==> src/rtl/reg_write_arbiter.sv <==
// Two-requester round-robin arbiter that owns a shared WIDTH-bit register.
// Registered one-hot grants, tenure capped at HOLD_MAX cycles under contention.
module reg_write_arbiter #(
   parameter int WIDTH    = 4,
   parameter int HOLD_MAX = 4
) (
   input  logic             clock,
   input  logic             reset_,
   input  logic             req0,
   input  logic             req1,
   input  logic             we0,
   input  logic             we1,
   input  logic [WIDTH-1:0] data0,
   input  logic [WIDTH-1:0] data1,
   output logic             gnt0,
   output logic             gnt1,
   output logic             busy,
   output logic [WIDTH-1:0] q,
   output logic [WIDTH-1:0] q_
);

   localparam int CW = (HOLD_MAX > 1) ? $clog2(HOLD_MAX) : 1;
   localparam logic [CW-1:0] HOLD_LAST = CW'(HOLD_MAX - 1);

   typedef enum logic [1:0] {
      IDLE = 2'd0,
      G0   = 2'd1,
      G1   = 2'd2
   } state_t;

   state_t           r_state;
   state_t           w_nextState;
   logic [CW-1:0]    r_holdCnt;
   logic [CW-1:0]    w_nextHold;
   logic             r_last;
   logic             w_nextLast;
   logic [WIDTH-1:0] r_q;
   logic             w_holdDone;

   assign w_holdDone = (r_holdCnt == HOLD_LAST);

   always_ff @(posedge clock or negedge reset_) begin
      if (!reset_) begin
         r_state   <= IDLE;
         r_holdCnt <= '0;
         r_last    <= 1'b1;
      end else begin
         r_state   <= w_nextState;
         r_holdCnt <= w_nextHold;
         r_last    <= w_nextLast;
      end
   end

   // Writes are honoured only from the current owner, including its final grant cycle.
   always_ff @(posedge clock or negedge reset_) begin
      if (!reset_) begin
         r_q <= '0;
      end else if ((r_state == G0) && we0) begin
         r_q <= data0;
      end else if ((r_state == G1) && we1) begin
         r_q <= data1;
      end
   end

   always_comb begin
      w_nextState = r_state;
      case (r_state)
         IDLE: begin
            if (req0 && (!req1 || r_last))
               w_nextState = G0;
            else if (req1)
               w_nextState = G1;
         end
         G0: begin
            if (!req0)
               w_nextState = req1 ? G1 : IDLE;
            else if (req1 && w_holdDone)
               w_nextState = G1;
         end
         G1: begin
            if (!req1)
               w_nextState = req0 ? G0 : IDLE;
            else if (req0 && w_holdDone)
               w_nextState = G0;
         end
         default: w_nextState = IDLE;
      endcase

      w_nextLast = r_last;
      if (w_nextState != r_state) begin
         if (w_nextState == G0)
            w_nextLast = 1'b0;
         else if (w_nextState == G1)
            w_nextLast = 1'b1;
      end

      // Counter restarts on every entry and saturates so an idle rival never forces a handoff.
      w_nextHold = r_holdCnt;
      if ((w_nextState == IDLE) || (w_nextState != r_state))
         w_nextHold = '0;
      else if (!w_holdDone)
         w_nextHold = r_holdCnt + 1'b1;
   end

   always_comb begin
      gnt0 = (r_state == G0);
      gnt1 = (r_state == G1);
      busy = (r_state == G0) || (r_state == G1);
      q    = r_q;
      q_   = ~r_q;
   end

endmodule

==> config.mk <==
export PLATFORM = sky130hd
export DESIGN_NAME = reg_write_arbiter
export DESIGN_NICKNAME = d
export VERILOG_FILES = /design/src/rtl/reg_write_arbiter.sv
export SDC_FILE = /design/constraint.sdc
export NUM_CORES = 1
export LEC_CHECK = 0
export CAP_MARGIN = 20
export CORE_ASPECT_RATIO = 0.8
export CORE_UTILIZATION = 49
export DETAILED_ROUTE_END_ITERATION = 8
export PLACE_DENSITY = 0.84
export SETUP_SLACK_MARGIN = 0.5
export SYNTH_ARGS = -nofsm -noshare
export SYNTH_HDL_FRONTEND = slang
export SYNTH_SLANG_ARGS = --single-unit
==> constraint.sdc <==
create_clock -name clock -period 5.8 [get_ports clock]
set_input_delay 0.58 -clock clock [delete_from_list [all_inputs] [get_ports clock]]
set_output_delay 0.58 -clock clock [all_outputs]
set_load 0.01 [all_outputs]
==> run summary, run 1 <==
For the post-placement cell count, the log shows 134. The detailed router used layers up to and including met4. Walking the worst path, the cells encountered are inv_1 -> ha_1 -> clkdlybuf4s50_1. The post-layout net count was 139; the area of the die was 1800 um2. In this run, CTS created clock tree buffers numbering 3. Portion of the post-synthesis area used by sequential elements: 28.3%.

The first TritonRoute pass finished after 4 iterations. Slowest cell on the critical path: clkdlybuf4s50_1. The tools report the maximum resistive drop on vdd as 0.000306 V.

Multiplexer cells account for 8.75% of the synthesized area. The area share of the leading cell type in the synthesized netlist works out to 25.0%. The run gives 0 as the post-CTS repair timing setup buffer count. After Yosys synthesis, and, or, nand and nor cells account for 16.1% of the synthesized area. Routed length per instance: 14.7 um. The pre-CTS setup slack is 3.01 ns, and the setup TNS is 0 ns. Setup repair after global routing left no endpoint under its margin. In this run the critical register-to-register path is launched from r_state[0].

For the critical path required time, the log shows 5.22 ns. The post-synthesis area per instance was 8.43 um2; the deepest clock path buffer count was 2. The run gives 187 um as the amount of wire on met3 after detailed routing. The placeable core region was 1460 um2; the vertical die dimension was 38.2 um. Worst-margin pin slew: 0.473 ns.

The total number of clock tree sinks is 9. The met1 wire length was 789 um; the xor-xnor portion of the synthesized cell area was 1.09%. The critical path starts at r_state[0].

The routed design has 2020 um of wire. In this run the register-to-register setup slack is 3.29 ns. For this run, the slowest stage of the critical path takes 0.61 ns. 25 I/O pins were placed. The run gives 1590 um as the HPWL reported at the end of detailed placement. The width of the chip is 47.2 um. The clock-pin slew of the registers on the worst-case setup and hold paths works out to 0.06 ns.

The finished layout holds 138 standard cells, fillers aside. Summed over all instances, the cell type with the most area after synthesis is dfrtp_1. The count of synthesis-stage warnings from yosys is 0. After synthesis the cells add up to 801 um2. The number of buffers and inverters on the critical path is 2. The via count normalized by instance count is 5.70.

Counting every instance in the synthesized netlist gives 95. The largest clock skew in the final design was 0.00655 ns. STA classifies the critical path startpoint as a flop. The library cell used most frequently in the layout, excluding fill and tap cells, is clkdlybuf4s50_1. The net count after synthesis was 116. The synthesized netlist devotes 25.0% of its cell area to compound gates. Cells with a size suffix above 1 make up 9.40% of the layout. Entering global routing, the biggest net connects 15 pins.

Buffers placed on the I/O ports in this run total 24. The initial antenna violation count was 0. Ranked by total cell area, the synthesized netlist is headed by dfrtp_1 (25%), ha_1 (11%), mux2i_1 (8.8%), nand2_1 (7.5%), inv_1 (4.2%).

Compared with the post-synthesis result, the final layout area differs by 31.9%. The number of distinct library cells after synthesis is 35. The run gives 3.27 ns as the setup slack after layout. The setup path with the least slack is of type reg -> out. The length in cells of the worst reg-to-reg path is 10.

TritonCTS built the clock tree. The kind of cell with the highest combined delay on the critical path was buffers and inverters. Setup violations remaining at the end of the flow were counted as 0.

After detailed routing, the number of remaining DRC violations is 0. After clock tree synthesis, the repair step resized 0 gates. Counting I/O delays and the setup requirement, the final critical path takes 2.53 ns. The floorplan has 12 rows.

The part of the cycle the worst path needs was 43.7%; the via count of the first global-routing pass was 742. The routed design uses 979 um of met2 wire. Counting buffers and inverters, the worst setup path is 3 cells deep.

The highest fanout seen on the critical path was 12. The first-pass GRT wire length was 3350 um; the area share of fa/ha/maj cells after synthesis was 10.9%. The run gives 1 as the maximum level of the CTS H-tree.

The type of the worst min-delay path is reg -> reg. At the end of routability-driven placement, the weighted congestion stood at 0.853. The tools report the critical register-to-register path endpoint as r_last.

The tools report the termination of the worst setup path as gnt1. The library cells used most frequently in the layout, excluding fill and tap cells, are clkdlybuf4s50_1 (24), nand2_1 (16), inv_1 (9), dfrtp_1 (8). Power spread over the standard cell area amounts to 494 nW/um2. The tools report the reported max-cap violation count as 0.

Summed over all cells, the static leakage comes to 0.473 nW. In this run the clock root is driven by a clkbuf_4. The count of antenna-violating nets left after detailed routing was 0. After global routing the overflow that remains totals 0. The count of pins over their slew limit was 0. The worst setup path is captured at an output port. For the total track usage, the log shows 28.4%. The worst pin sits at a relative slew slack of 68.4%. The run gives 0.27 ns as the insertion delay of the later-clocked pin in the worst-skew pair. The run finished with clean final reports. The DRC marker count from the first detailed-route iteration is 46. The repair_antennas step left the layout with diodes totalling 0. Static timing analysis puts the maximum clock frequency at 395 MHz. Once the floorplan was initialized, standard cells occupied 55.0% of the core. The number of buffers inserted by hold repair at cts was 0; the critical path arrival was 1.95 ns. The post-synthesis sequential element count was 9. Summing internal, switching and leakage power gives 0.522 mW.

After synthesis, the largest family of logic cells by area is compound AO/OA/AOI/OAI gates. The logs give 0 for the count of endpoints failing hold in the final timing report and 787 for the count of vias placed by the detailed router.
## synth_stat cells, drive strengths merged
cell type / count
dfrtp: 8
o2bb2ai: 1
a31oi: 1
o2111a: 1
o221ai: 2
nor3: 2
inv: 11
a21oi: 4
a211o: 2
nand2: 16
clkbuf: 1
and2: 1
a22oi: 1
nand4: 1
a311o: 1
a31o: 2
a32o: 1
ha: 7
nand3: 3
nand2b: 2
o21ai: 7
xor2: 1
o21bai: 1
buf: 5
mux2i: 7
nor2: 3
a41oi: 2
dfstp: 1
## final cells by class
class                           instances  area, um2
Inverter                               11       41.3
Sequential cell                         9        226
Tap cell                               21       26.3
Fill cell                             119        400
Clock buffer                            4       26.3
Multi-Input combinational cell         69        495
Timing Repair Buffer                   24        240
## how the worst min path moves through the flow
| stage | to | slack, ns | start | cells after the start |
|---|---|---|---|---|
| 5_1_grt | r_last | 0.55 | r_last | 2 |
| 3_3_place_gp | r_last | 0.52 | r_last | 2 |
| 6_report | r_last | 0.53 | r_last | 2 |
| 4_1_cts | r_last | 0.53 | r_last | 2 |
| 3_5_place_dp | r_last | 0.52 | r_last | 2 |
| 2_1_floorplan | q[0] | 0.28 | reset_ | 0 |
## sequential cells by signal, indices dropped and copies added, names as in the netlist
name,count
q,4
r_holdCnt,2
r_last,1
r_state,2
## cell families (layout without fill, tap and decap cells)
family,Yosys count,count (layout)
adders and majority gates,7,7
muxes,7,7
buffers and inverters,17,39
DFF,9,9
AOI/OAI and AO/OA,26,26
and+or+nand+nor,28,28
xor gates and xnor gates,1,1
## metrics by stage
step                      utilization (%)  hold slack, ns  instance area (um2)
final                                72.5           0.528                 1060
after detailed placement             70.7           0.517                 1030
after floorplan                         -           0.284                  801
after global placement               70.7           0.519                 1030
after global routing                 72.5           0.554                 1060
after CTS                            72.5           0.527                 1060
## metal layers
metal  vias to the layer above  GRT usage (%)
met2                        37           42.4
met4                         0           15.7
met3                         8           9.91
li1                        378              -
met5                         -              0
met1                       364           35.4
## worst register-to-register path, cell delays in order (launching register included)
cell and delay, ns:
dfrtp_1 0.47, inv_1 0.17, ha_1 0.43, a21oi_1 0.12, o221ai_1 0.19, nand2_1 0.10
a31o_2 0.25, ha_1 0.27, inv_1 0.04, a41oi_1 0.19, mux2i_1 0.21
## power by group
group | internal (mW) | leakage [nW] | switching [mW]
clock network | 0.0266 | 0.0150 | 0.0228
logic | 0.173 | 0.346 | 0.174
registers | 0.0929 | 0.112 | 0.0333
total | 0.292 | 0.473 | 0.230
Note: power is estimated with default switching activity, not from simulation.
==> run 2: changes to the inputs <==
--- a/config.mk
+++ b/config.mk
@@ -7,9 +7,9 @@
 export LEC_CHECK = 0
 export CAP_MARGIN = 20
 export CORE_ASPECT_RATIO = 0.8
-export CORE_UTILIZATION = 49
+export CORE_UTILIZATION = 45
 export DETAILED_ROUTE_END_ITERATION = 8
-export PLACE_DENSITY = 0.84
+export PLACE_DENSITY = 0.78
 export SETUP_SLACK_MARGIN = 0.5
 export SYNTH_ARGS = -nofsm -noshare
 export SYNTH_HDL_FRONTEND = slang
==> constraint.sdc (replaced) <==
create_clock -name clock -period 2.6 [get_ports clock]
set_input_delay 0.26 -clock clock [delete_from_list [all_inputs] [get_ports clock]]
set_output_delay 0.26 -clock clock [all_outputs]
set_load 0.01 [all_outputs]
==> run 2 against run 1 <==
Die area up 8.5%. Power rose to 2.7 times the previous value. Hold slack worse by 0.22 ns. Sequential share of layout area down 3.2 points. Critical endpoint is now r_last. Highest routed layer unchanged.
==> run summary, run 2 (same netlist as run 1, synthesis figures left out) <==
The tools report the static leakage as 0.564 nW (+19%). The routed length per instance was 15.4 um (+5.1%). The width of the chip works out to 49.2 um (+4.2%). The deepest clock path buffer count is 2 (unchanged), and the clock-pin slew of the registers on the worst-case setup and hold paths is 0.06 ns (about the same). The count of antenna-violating nets left after detailed routing is 0 (unchanged), and the routed wire length is 2390 um (+18%). The logs give 2.25 ns (+0.30 ns) for the critical path arrival and 1250 um2 (+19%) for the area of all placed cells without fillers. The largest net degree at the start of global routing is 11 (-4), and the area of the die is 1950 um2 (+8.5%). The fraction of layout instances using a drive strength above 1 came out at 29.3% (+20 points). The worst setup path is launched from a flop.

Kind of cell with the highest combined delay on the critical path: compound AO/OA/AOI/OAI gates. For this design, the slowest cell found on the critical path is dfrtp_1. The number of buffers inserted by hold repair at cts is 0 (unchanged), and the setup TNS is 0 ns (unchanged).

The count of buffers inserted at the top-level ports is 24 (unchanged), and the total of endpoints with negative setup slack in the final report is 0 (unchanged). The final core utilization was 76.4% (+3.9 points). The run gives 484 MHz as the fmax. For the reported max-cap violation count, the log shows 0 (unchanged).

The maximum resistive drop on vdd is 0.000716 V (+130%). The routability congestion estimate from global placement is 0.839 (-1.6%), and the post-layout net count is 155 (+12%). For the count of vias placed by the detailed router, the log shows 882 (+12%). Setup repair after global routing could not meet its margin everywhere. For the maximum level of the CTS H-tree, the log shows 1 (unchanged).

Leaving out fill and tap cells, the most frequent cells in the layout are clkdlybuf4s50_1 (23), nand2_1 (16), buf_4 (15), inv_1 (7), mux2i_1 (7). The tools report the via count of the first global-routing pass as 729 (-1.8%). The run finished with clean final reports. The worst hold margin is 0.306 ns (-0.222 ns).

The run gives 3350 um (unchanged) as the first-pass GRT wire length. The length in cells of the worst reg-to-reg path came out at 9 (-1). The final-layout fill cell count was 118 (-0.84%); the DRC violations left was 0 (unchanged). The count of endpoints failing hold in the final timing report is 0 (unchanged). TritonCTS built the clock tree. STA classifies the critical path endpoint as a flop. The I/O pin count was 25 (unchanged). The insertion delay of the later-clocked pin in the worst-skew pair is 0.26 ns (about the same), and the HPWL reported at the end of detailed placement is 1510 um (-5.6%).

The worst-margin pin slew was 0.428 ns (-0.0448 ns). The leading cell type in the layout, fill and taps excluded is clkdlybuf4s50_1. In the finished design, the share of the clock period the worst path needs comes to 79.5%.

Largest clock skew in the final design: 0.00138 ns (-0.00517 ns). The tools report the antenna diode count as 0 (unchanged). The remaining global-route overflow was 0 (unchanged). The clock period could shrink to 2.07 ns. The initial core utilization came out at 48.7% (-6.2 points). The run gives 48 (+4.3%) as the DRC marker count from the first detailed-route iteration. The path length in cells of the critical path came out at 9 (+6).

Clock root buffer: clkbuf_4. The critical path required time is 2.78 ns (-2.44 ns), and the highest fanout seen on the critical path is 8 (-4). Total power per unit cell area: 1100 nW/um2 (+120%). The tools report the total track usage as 24.4% (-4.0 points). The total cell area at the placement stage is 1080 um2 (+4.6%), and the total number of clock tree sinks is 9 (unchanged).

The count of pins over their slew limit is 0 (unchanged), and the via count normalized by instance count is 5.69 (-0.22%). The worst setup path is of the reg -> reg kind. For the detailed-router iteration count before antenna repair, the log shows 4 (unchanged). Worst stage delay on the critical path: 0.41 ns (-0.20 ns). Walking the worst path, the cells encountered are ha_4 -> buf_4 -> o221ai_2 -> nand2_1 -> a31o_2 -> ha_1 -> inv_1 -> a41oi_2 -> mux2i_1. Compared with the post-synthesis result, the final layout area differs by 56.7%. The vertical die dimension was 39.7 um (+4.1%).

Number of buffers and inverters on the critical path: 2 (unchanged). The initial antenna violation count is 0 (unchanged). For the placeable core region, the log shows 1640 um2 (+13%). The worst hold path belongs to the class in -> async. The run gives 13 (+1) as the number of rows created at floorplan. The number of flip-flops in the largest register was 4 (unchanged); the total chip power was 1.39 mW (+170%). The tools report the worst slew margin relative to its limit as 71.4% (+3.0 points). The tools report the total CTS buffers as 3 (unchanged).
run 2: power by group:
group          internal (mW)  switching [mW]  total (mW)
combinational          0.510           0.487       0.997
sequential             0.210          0.0730       0.283
clock                 0.0590          0.0470       0.106
total                  0.779           0.607        1.39
run 2: final cells by class:
type                    instances  area (um2)  share of cell area, %
multi-input cells              69         559                   44.6
repair buffers                 40         367                   29.2
well taps                      22        27.5                   2.19
clock buffers                   4        26.3                   2.09
inverters                      11        46.3                   3.69
flip-flops and latches          9         229                   18.2
run 2: path summary, 6_finish.rpt:
check | start | endpoint | slack, ns
min in group clock | req0 | r_state[1] | 0.49
max in group asynchronous | reset_ | r_last | 1.97
worst max-delay path | r_holdCnt[1] | r_last | 0.53
worst max register to register | r_holdCnt[1] | r_last | 0.53
worst min register to register | r_last | r_last | 0.55
worst min-delay path | reset_ | q[0] | 0.31
run 2: through the flow:
step	instances	worst slack [ns]
3_5_place_dp	139	0.272
5_1_grt	155	0.418
4_1_cts	146	0.517
6_report	155	0.533
2_1_floorplan	95	0.514
3_3_place_gp	139	0.358
run 2: what timing repair did:
item	in CTS	in global routing
endpoints found under the setup margin	1	3
gates resized for setup	5	9
buffers inserted	3	9
pin swaps	0	7
run 2: per-layer routing:
metal | track usage (%) | up-vias | share of wire, %
met5 | 0 | - | 0
met4 | 11.8 | 0 | 1.2
met3 | 6.59 | 6 | 11
met2 | 38.0 | 56 | 48
met1 | 31.4 | 408 | 40
li1 | - | 412 | -
==> run 3: changes to the inputs <==
--- a/config.mk
+++ b/config.mk
@@ -7,9 +7,9 @@
 export LEC_CHECK = 0
 export CAP_MARGIN = 20
 export CORE_ASPECT_RATIO = 0.8
-export CORE_UTILIZATION = 45
+export CORE_UTILIZATION = 41
 export DETAILED_ROUTE_END_ITERATION = 8
-export PLACE_DENSITY = 0.78
+export PLACE_DENSITY = 0.75
 export SETUP_SLACK_MARGIN = 0.5
 export SYNTH_ARGS = -nofsm -noshare
 export SYNTH_HDL_FRONTEND = slang
==> constraint.sdc (replaced) <==
create_clock -name clock -period 1.7 [get_ports clock]
set_input_delay 0.17 -clock clock [delete_from_list [all_inputs] [get_ports clock]]
set_output_delay 0.17 -clock clock [all_outputs]
set_load 0.01 [all_outputs]
==> run 3 against run 2 <==
The run now ends with setup timing left. Global-route usage is 3.2 points higher. Register-to-register slack worse by 0.88 ns. Count of clock-buffer cells in the layout stayed put. Sequential power is 37% higher. Largest power group unchanged. Sequential cell count stayed put. Clock skew is 0.00089 ns higher. Largest cell class unchanged. First-iteration DRC count is 48% higher. Sequential share of layout area is 2.8 points lower.
==> run summary, run 3 (same netlist as run 1, synthesis figures left out) <==
For the maximum level of the CTS H-tree, the log shows 1 (unchanged). Area taken by flip-flops and latches: 229 um2 (unchanged). The clock period minus worst slack came out at 2.05 ns (-0.0218 ns). The logs give 0 (unchanged) for the count of pins over their slew limit and 3200 um (+34%) for the routed wire length. The number of buffers inserted by hold repair at cts is 0 (unchanged).

The count of antenna-violating nets left after detailed routing is 0 (unchanged). The run gives 6 (+6) as the total of endpoints with negative setup slack in the final report. Total number of clock tree sinks: 9 (unchanged).

The run gives 1270 um2 (+18%) as the total cell area at the placement stage. Area of all placed cells without fillers: 1480 um2 (+18%). The via count normalized by instance count was 5.81 (+2.1%); the clock share of power was 6.7% (-0.9 points).

The initial core utilization was 46.4% (-2.3 points); the width of the chip was 51.4 um (+4.6%). The largest clock skew in the final design is 0.00227 ns (+0.000891 ns). The critical path is of the reg -> reg type.

The tightest min-delay check is of the in -> async type. The combined area of the multi-input logic cells was 632 um2 (+13%); the part of the cycle the worst path needs was 120% (+41 points). The run finished, with violations left.

The run gives 1880 um (+25%) as the HPWL reported at the end of detailed placement. The net switching fraction of the power was 42.5% (-1.2 points); the deepest clock path buffer count was 2 (unchanged). For the pre-CTS setup slack, the log shows -0.393 ns (-0.665 ns).

Fraction of layout instances using a drive strength above 1: 46.8% (+17 points). The remaining global-route overflow came out at 0 (unchanged). Setup repair after global routing could not meet its margin everywhere. For the total CTS buffers, the log shows 3 (unchanged). Compared with the post-synthesis result, the final layout area differs by 85.2%. The worst register-to-register path ends at r_last.

The length in cells of the worst reg-to-reg path works out to 10 (+1). The first-pass GRT wire length came out at 4250 um (+27%). The tools report the fmax as 489 MHz (+1.1%).

The routed length per instance is 18.2 um (+18%). The largest net degree at the start of global routing came out at 11 (unchanged). The placeable core region is 1720 um2 (+4.9%), and the vertical die dimension is 41.5 um (+4.5%). TritonCTS built the clock tree. The run gives 27.5% (+3.2 points) as the total track usage. For the count of endpoints failing hold in the final timing report, the log shows 0 (unchanged). The tools report the sequential cell fraction of total power as 14.6% (-5.8 points). The net switching power was 1.12 mW (+85%).

The tools report the routability congestion estimate from global placement as 0.882 (+5.2%). The final reports fail on setup timing. Clock root buffer: clkbuf_4.

The critical path arrival is 2.25 ns (about the same), and the area of the die is 2140 um2 (+9.3%). The critical path starts at r_state[1]. The logs give 13 (unchanged) for the number of rows created at floorplan and 92 (-22%) for the final-layout fill cell count. The setup TNS is -1.09 ns (-1.09 ns).

Number of flip-flops in the largest register: 4 (unchanged). DRC marker count from the first detailed-route iteration: 71 (+48%). The DRC violations left came out at 0 (unchanged). The count of vias placed by the detailed router is 1,023 (+16%), and the reported max-cap violation count is 0 (unchanged). The antenna diode count was 0 (unchanged); the worst slew margin relative to its limit was 72.3% (+0.96 points). The via count of the first global-routing pass was 869 (+19%); the maximum resistive drop on vdd was 0.00153 V (+110%). The total chip power is 2.64 mW (+91%). The worst-margin pin slew works out to 0.414 ns (-0.0144 ns). The library cells used most frequently in the layout, excluding fill and tap cells, are buf_4 (33), clkdlybuf4s50_1 (13), nand2_1 (12), dlygate4sd2_1 (8).

The critical path required time is 1.90 ns (-0.88 ns). In this run the critical register-to-register path is launched from r_state[1]. The count of buffers inserted at the top-level ports works out to 24 (unchanged). The clock-pin slew of the registers on the worst-case setup and hold paths was 0.06 ns (about the same). The run gives 1.52 mW (+95%) as the internal portion of total power. The worst setup path is captured at a flop.

The startpoint kind of the worst setup timing path is a flop. The post-layout net count was 176 (+14%). The insertion delay of the later-clocked pin in the worst-skew pair was 0.27 ns (about the same); the setup slack after layout was -0.346 ns (-0.878 ns). The highest fanout seen on the critical path works out to 4 (-4). Combinational share of power: 78.7% (+6.8 points). The logs give 86.0% (+9.6 points) for the final core utilization and 0.686 nW (+22%) for the static leakage. The tools report the detailed-router iteration count before antenna repair as 4 (unchanged). The leading cell type in the layout, fill and taps excluded is buf_4. The run gives -0.35 ns (-0.88 ns) as the setup slack of the most critical reg-to-reg path. Initial antenna violation count: 0 (unchanged). The I/O pin count was 25 (unchanged).

Total power per unit cell area: 1780 nW/um2 (+61%).
[run 3: final cells by class]
class | instances | share of cell area [%]
Multi-Input combinational cell | 69 | 42.6
Sequential cell | 9 | 15.4
Inverter | 11 | 2.78
Clock buffer | 4 | 1.77
Timing Repair Buffer | 61 | 35.5
Tap cell | 22 | 1.86
[run 3: worst max-delay path by stage]
stage	end	slack, ns	depth (start not counted)
2_1_floorplan	r_last	-0.33	11
3_3_place_gp	r_last	-0.34	11
3_5_place_dp	r_last	-0.39	10
4_1_cts	r_last	-0.33	10
5_1_grt	r_last	-0.46	10
6_report	r_last	-0.35	10
[run 3: per-layer routing]
layer | vias up | GRT usage [%] | wire length [um]
li1 | 456 | - | -
met1 | 483 | 35.3 | 1320
met2 | 68 | 44.7 | 1580
met3 | 16 | 8.79 | 211
met4 | 0 | 6.49 | 90
met5 | - | 0 | 0
[run 3: critical path, cell delays in order (launching register included)]
cell and delay [ns]:
dfrtp_2 0.39, buf_4 0.12, ha_4 0.17, buf_4 0.15, a32o_1 0.15, nand2_1 0.07, a31o_4 0.25, ha_4 0.26
inv_2 0.03, a41oi_2 0.16, mux2i_1 0.22
[run 3: what timing repair did]
action                                  in CTS  in global routing
pin swaps                                   10                 14
buffers inserted                             8                  3
gates resized for setup                     34                 17
endpoints found under the setup margin      20                 12
[run 3: per-stage QoR]
stage,cells,hold WS [ns]
final,176,0.190
after global placement,161,0.486
after global routing,176,0.230
after floorplan,95,-0.126
after CTS,173,0.201
after detailed placement,161,0.489
[run 3: power by group through the flow]
stage	sequential, mW	clock [mW]	combinational [mW]
global route	0.398	0.187	2.19
floorplan	0.441	0	0.802
CTS	0.383	0.174	1.75
finish	0.387	0.177	2.08
global placement	0.391	0	1.56
detailed placement	0.398	0	1.61
